[config.mk]
export PLATFORM = sky130hd
export DESIGN_NAME = board_clock_ctrl
export DESIGN_NICKNAME = d
export VERILOG_FILES = /design/src/rtl/board_clock_ctrl.sv
export SDC_FILE = /design/constraint.sdc
export NUM_CORES = 1
export LEC_CHECK = 0
export CAP_MARGIN = 30
export CORE_MARGIN = 3
export CORE_UTILIZATION = 59
export DETAILED_ROUTE_END_ITERATION = 8
export GPL_ROUTABILITY_DRIVEN = 0
export PLACE_DENSITY_LB_ADDON = 0.12
export SLEW_MARGIN = 10
export SYNTH_ARGS = -nofsm -noshare
export SYNTH_HDL_FRONTEND = slang
export SYNTH_SLANG_ARGS = --single-unit
[constraint.sdc]
create_clock -name clk -period 3.7 [get_ports clk]
set_input_delay 0.74 -clock clk [delete_from_list [all_inputs] [get_ports clk]]
set_output_delay 0.74 -clock clk [all_outputs]
set_load 0.05 [all_outputs]
[src/rtl/board_clock_ctrl.sv]
// Board clock front end: one-cycle CPU enable (halt/step/divide/full), switch sync+debounce, LED register.
// cpu_en, switch, led, en_count are registered (1 cycle); no backpressure, every input is consumed each cycle.
module board_clock_ctrl #(
   parameter int DIV_WIDTH       = 24,
   parameter int DEFAULT_DIV     = 5000000,
   parameter int N_SW            = 4,
   parameter int N_LED           = 4,
   parameter int DEBOUNCE_CYCLES = 1000000
) (
   input  logic                 clk,
   input  logic                 reset,
   input  logic [1:0]           mode,
   input  logic                 div_load,
   input  logic [DIV_WIDTH-1:0] div_value,
   input  logic                 step_btn,
   input  logic [N_SW-1:0]      switch_raw,
   input  logic [N_LED-1:0]     led_in,
   output logic                 cpu_en,
   output logic [N_SW-1:0]      switch,
   output logic [N_LED-1:0]     led,
   output logic [31:0]          en_count
);

   typedef enum logic [1:0] {
      MODE_HALT = 2'b00,
      MODE_STEP = 2'b01,
      MODE_DIV  = 2'b10,
      MODE_FULL = 2'b11
   } mode_e;

   // Bit 0 of the synchronised/debounced vectors is the step button.
   localparam int NB  = N_SW + 1;
   localparam int DBW = (DEBOUNCE_CYCLES > 1) ? $clog2(DEBOUNCE_CYCLES) : 1;
   localparam logic [DBW-1:0] DB_LAST = DBW'(DEBOUNCE_CYCLES - 1);

   logic [NB-1:0]        sync1;
   logic [NB-1:0]        sync2;
   logic [NB-1:0]        deb;
   logic [DBW-1:0]       db_cnt [NB];
   logic                 step_prev;
   logic                 step_edge;
   logic [1:0]           mode_prev;
   logic                 mode_chg;
   logic [DIV_WIDTH-1:0] div_reg;
   logic [DIV_WIDTH-1:0] div_cnt;
   logic [DIV_WIDTH-1:0] div_cnt_nxt;
   logic                 div_hit;
   logic                 cpu_en_nxt;

   always_ff @(posedge clk) begin
      if (reset) begin
         sync1     <= '0;
         sync2     <= '0;
         deb       <= '0;
         step_prev <= 1'b0;
         for (int i = 0; i < NB; i++) begin
            db_cnt[i] <= '0;
         end
      end else begin
         sync1     <= {switch_raw, step_btn};
         sync2     <= sync1;
         step_prev <= deb[0];
         for (int i = 0; i < NB; i++) begin
            if (sync2[i] == deb[i]) begin
               db_cnt[i] <= '0;
            end else if (db_cnt[i] == DB_LAST) begin
               deb[i]    <= sync2[i];
               db_cnt[i] <= '0;
            end else begin
               db_cnt[i] <= db_cnt[i] + DBW'(1);
            end
         end
      end
   end

   // Reset captures the live mode so leaving reset is not seen as a mode change.
   always_ff @(posedge clk) begin
      mode_prev <= mode;
   end

   assign step_edge = deb[0] & ~step_prev;
   assign mode_chg  = (mode != mode_prev);
   assign div_hit   = (div_cnt == div_reg - DIV_WIDTH'(1));

   always_comb begin
      cpu_en_nxt  = 1'b0;
      div_cnt_nxt = '0;
      case (mode_e'(mode))
         MODE_STEP: cpu_en_nxt = step_edge;
         MODE_DIV: begin
            if (!div_load) begin
               if (div_hit) begin
                  cpu_en_nxt = 1'b1;
               end else begin
                  div_cnt_nxt = div_cnt + DIV_WIDTH'(1);
               end
            end
         end
         MODE_FULL: cpu_en_nxt = 1'b1;
         default: cpu_en_nxt = 1'b0;
      endcase
      if (mode_chg) begin
         cpu_en_nxt  = 1'b0;
         div_cnt_nxt = '0;
      end
   end

   always_ff @(posedge clk) begin
      if (reset) begin
         cpu_en   <= 1'b0;
         div_reg  <= DIV_WIDTH'(DEFAULT_DIV);
         div_cnt  <= '0;
         en_count <= '0;
         led      <= '0;
      end else begin
         cpu_en  <= cpu_en_nxt;
         div_cnt <= div_cnt_nxt;
         led     <= led_in;
         if (div_load) begin
            div_reg <= (div_value == '0) ? DIV_WIDTH'(1) : div_value;
         end
         if (cpu_en) begin
            en_count <= en_count + 32'd1;
         end
      end
   end

   assign switch = deb[NB-1:1];

endmodule

* Word-level counts from Yosys, hierarchy flattened
Memory sizes are Yosys's and may differ from the RTL's.
Cells that the tools add are included.
** Cells by class
- Add/sub/neg operators :: 8
- Multiply operators :: 0
- Divide/modulo/power cells :: 0
- Magnitude comparators :: 0
- Equality and inequality tests :: 15
- Shift operators :: 0
- Multiplexer cells :: 76
- Bitwise operators :: 23
- Reductions and logical operators :: 8
** Operator list (count)
- $mux 20 :: 15
- $add 20x1->20 const B :: 5
- $eq 20x20->1 const B :: 5
- $mux 1 :: 59
- $add 32x1->32 const B :: 1
- $add 24x1->24 const B :: 1
- $eq 24x24->1 :: 1
- $logic_not 24->1 :: 1
- $mux 24 :: 1
- $sub 24x1->24 const B :: 1
- $or 1x1->1 :: 15
- $reduce_and 2->1 :: 5
- $not 1->1 :: 7
- $eq 1x1->1 :: 5
- $reduce_or 5->1 :: 1
- $eq 2x2->1 const B :: 2
- $pmux 1 s3 :: 1
- $eq 2x1->1 const B :: 1
- $ne 2x2->1 :: 1
- $reduce_or 2->1 :: 1
- $and 1x1->1 :: 1
** Word-level totals
- Bits in registers :: 103
- Bits in latches :: 0
- RAM bits :: 100
- Memory bits (read-only) :: 0
- Bits of input ports :: 38
- Output and inout port bits :: 41
- Word-level logic and storage cells :: 145
- Memories :: 1
** Memory list
- db_cnt :: depth 5, bits a word 20, read ports 5, clocked after memory_dff 0, wr ports 5, line 39 : logic [DBW-1:0] db_cnt [NB];

* Logic depth before layout (Yosys ltp)
- Depth after elaboration :: 7
- Gate-level depth with buffers :: 11
- Gate-level depth less buffers :: 9

* Worst setup path before layout
OpenSTA, ideal clock, no wires.
- Kind :: flip-flop to flip-flop
- Start point :: register div_reg[0]
- End point :: register div_cnt[13]
- Library setup time :: 112 ps
- Arrival time :: 2420 ps
- Data required time :: 3588 ps
- Setup slack :: 1168 ps
- Stages on the path, launching flop included :: 11
- Path buffers :: 3
- Clock period less this slack :: 2532 ps
- Cell sequence :: dfxtp_1 -> or4_1 -> buf_2 -> or4_1 -> a21oi_1 -> a21oi_1 -> nor4_2 -> and3_1 -> buf_4 -> buf_6 -> nor2_1
** Between the ends
- Longest elaborated chain between the ends :: 3
** RTL lines
- from (decl) :: line 44 : logic [DIV_WIDTH-1:0] div_reg;
- from (signal assigned) :: line 111 : div_reg <= DIV_WIDTH'(DEFAULT_DIV);
- from (signal assigned) :: line 120 : div_reg <= (div_value == '0) ? DIV_WIDTH'(1) : div_value;
- $sub 24x1->24 :: line 83 : assign div_hit = (div_cnt == div_reg - DIV_WIDTH'(1));
- $eq 24x24->1 :: line 83
- $reduce_or 5->1 (no line)
- to (signal assigned) :: line 117 : div_cnt <= div_cnt_nxt;
- to (decl) :: line 45 : logic [DIV_WIDTH-1:0] div_cnt;
No other way between the ends.
A chain may end at the register's enable or synchronous reset.

* Worst setup path after layout
- Start point :: register div_reg[0]
- End point :: register div_cnt[10]
Same word-level chain as after synthesis.

==> run metrics <==
status=complete, no violations; hold path startpoint=sync1[2]; most frequent cells in the layout=nor2_1, dfxtp_1, edfxtp_1, conb_1, xnor2_1; largest net degree at the start of global routing=54; DRC=0; clk_skew=approximately 0.011 ns; reg2reg path depth=10; count of pins over their slew limit=0; CTS tree=done; Finished Cell Area=12100 µm²; final setup TNS=0 ns; slowest cell delay on critical path=0.52 ns; wirelength, routed=20300 µm; Crit. End Element=flop; Netlist cell types=50; Via Count=7663; Hold Path Stages=1; gr ovfl total=0; CP Launch Point=div_reg[0]; Worst path top cell family by delay=simple AND/OR/NAND/NOR gates; critical path, cell by cell=inv_1 > ha_1 > nor4b_2 > nand4_1 > o31ai_1 > o21ai_0 > nor4_1 > and3_1 > buf_4 > nor2_1; Detail Placement HPWL=14700 µm; crit path launch type=flop; Final Cycle Share=77.8%; DR pass1 iterations=4; number of flip-flops in the largest register=100; Worst Hold End=sync2[2]; worst path bufs/invs=2; Core Area=16700 µm²; crit path kind=reg2reg; All-Layer GR Usage=21.8%; largest registers=db_cnt (100), en_count (32); flops & latches, synth=a little over 200; worst relative slew slack=50.9%; port bufs=78; Synth Flop Type=dfxtp_1; WP data required=roughly 4 ns; DP Area=around 11000 µm²; initial antenna violation count=0; CTS sink cnt=203; Final Hold Violating Endpoints=0; DR iter-0 viols=368; setup bufs post-CTS=0; final setup fails=0; Die Span X=137 µm; Row Count=47; leakage=4.37 nW; fin crit period=2.88 ns; Hold WC Path Type=reg2reg; vias in the first global route=7371; met2 usage=37.8%; Pwr Density=397 nW/µm²; commonest non-fill, non-tap cell in the layout=nor2_1; H-tree levels=1; number of top-level pins=79; n_diodes=0; GR Util met3=3.54%; WP depth=10; Fillers=1294; Mapped Cells=1057; Antenna Nets Post-Route=0; worst-path maximum fanout=24; worst r2r src=div_reg[0]; Worst-Margin Slew=0.730 ns; Avg Vias per Cell=between 5 and 6; nets=1268; YS warnings=0; mapped cell area=10200 µm²; Root Buffer=clkbuf_16; Crit-path slowest cell=nor4b_2; Area growth, synth to finish=19.1%; WL per Instance=13.9 µm; # hold bufs at CTS=0; Die Y-Extent=137 µm; Top Usage Layer GRT=met2; Critical Path AT=3.25 ns; clock latency on the worst-skew pair=0.50 ns; Max IR drop VDD=roughly 0.40 mV; EDFF count, synth=100; fmax=347 MHz; initial core utilization=60.9%; syn_area_per_cell=approximately 9.6 µm²; total CTS buffers=22; ys async rst share=0%; CTS max path bufs=3; Worst R2R End=div_cnt[10]; RSZ-0062 raised after global routing=no; R2R setup slack=0.82 ns; share of cells above drive strength 1=about 3.2%; Max Cap Violations=0; Die ar.=18800 µm²; Clock Pin Slew Worst Setup and Hold Paths=around 0.060 ns; first-pass GRT wire length=33900 µm; post-CTS sizing=0; Most flops, register=db_cnt; post-synthesis sequential area ratio=49.8%; met1 Use GR=28.2%
Yosys cell counts, drive strengths merged (18+ instances only):
cell type    n  area [µm²]
or3         18         113
nor4        20         131
xnor2       90         788
clkbuf      33         124
dfxtp      103        2060
edfxtp     100        3000
mux2i       22         220
nor3        19        95.1
nand3       70         350
nand4       26         163
nand2       78         293
nor2       196         736
nor2b       30         188
xor2        82         718
and3        28         175
logic make-up (layout without fill, tap and decap cells):
kind of cell / count (synthesis) / after routing / synth area share (%)
buf+inv: 54 / 136 / 2.34
compound gates: 60 / 60 / 3.75
simple gates: 537 / 537 / 26.1
fa+ha+maj: 8 / 8 / 0.985
xor+xnor: 172 / 172 / 14.8
mux: 22 / 22 / 2.17
flops: 203 / 203 / 49.8
other cells: 1 / 100 / 0.0369
per-stage QoR:
step / instances / setup slack, ns / total power [W] / hold slack (ns) / utilization [%]
2_1_floorplan: 1156 / 1.17 / 0.00274 / 0.414 / -
3_3_place_gp: 1418 / 0.969 / 0.00284 / 0.418 / 68.5
3_5_place_dp: 1418 / 0.866 / 0.00284 / 0.428 / 68.5
4_1_cts: 1458 / 0.848 / 0.00486 / 0.438 / 72.5
5_1_grt: 1458 / 0.474 / 0.00501 / 0.455 / 72.5
6_report: 1458 / 0.821 / 0.00481 / 0.433 / 72.5
final cells by class:
class	count	area [µm²]	share of cell area, %
Clock buffer	33	633	5.23
Clock inverter	7	28.8	0.238
Inverter	13	48.8	0.403
Multi-Input combinational cell	899	5240	43.3
Sequential cell	203	5060	41.8
Tap cell	220	275	2.27
Timing Repair Buffer	83	813	6.72
metal layers:
layer,vias up,routed length (µm)
li1,3902,-
met1,3617,9070
met2,103,10100
met5,-,0
met4,0,461
met3,41,654
worst reg2reg max path, cell delays in order, from the launching register on:
cell	delay, ns
dfxtp_1	0.34
inv_1	0.07
ha_1	0.24
nor4b_2	0.52
nand4_1	0.32
o31ai_1	0.33
o21ai_0	0.12
nor4_1	0.25
and3_1	0.21
buf_4	0.26
nor2_1	0.09
how the worst max path moves through the flow:
stage	end	slack [ns]
after floorplan	div_cnt[13]	1.17
after global placement	div_cnt[22]	0.97
after detailed placement	div_cnt[8]	0.87
after CTS	div_cnt[8]	0.85
after global routing	div_cnt[8]	0.47
final	div_cnt[10]	0.82
report_power, final:
group / internal [W] / total [W] / switching [W]
Sequential: 0.00243 / 0.00251 / 0.0000785
Combinational: 0.000141 / 0.000293 / 0.000153
Clock: 0.00118 / 0.00201 / 0.000831
Total: 0.00375 / 0.00481 / 0.00106
Note: power is estimated with default switching activity, not from simulation.
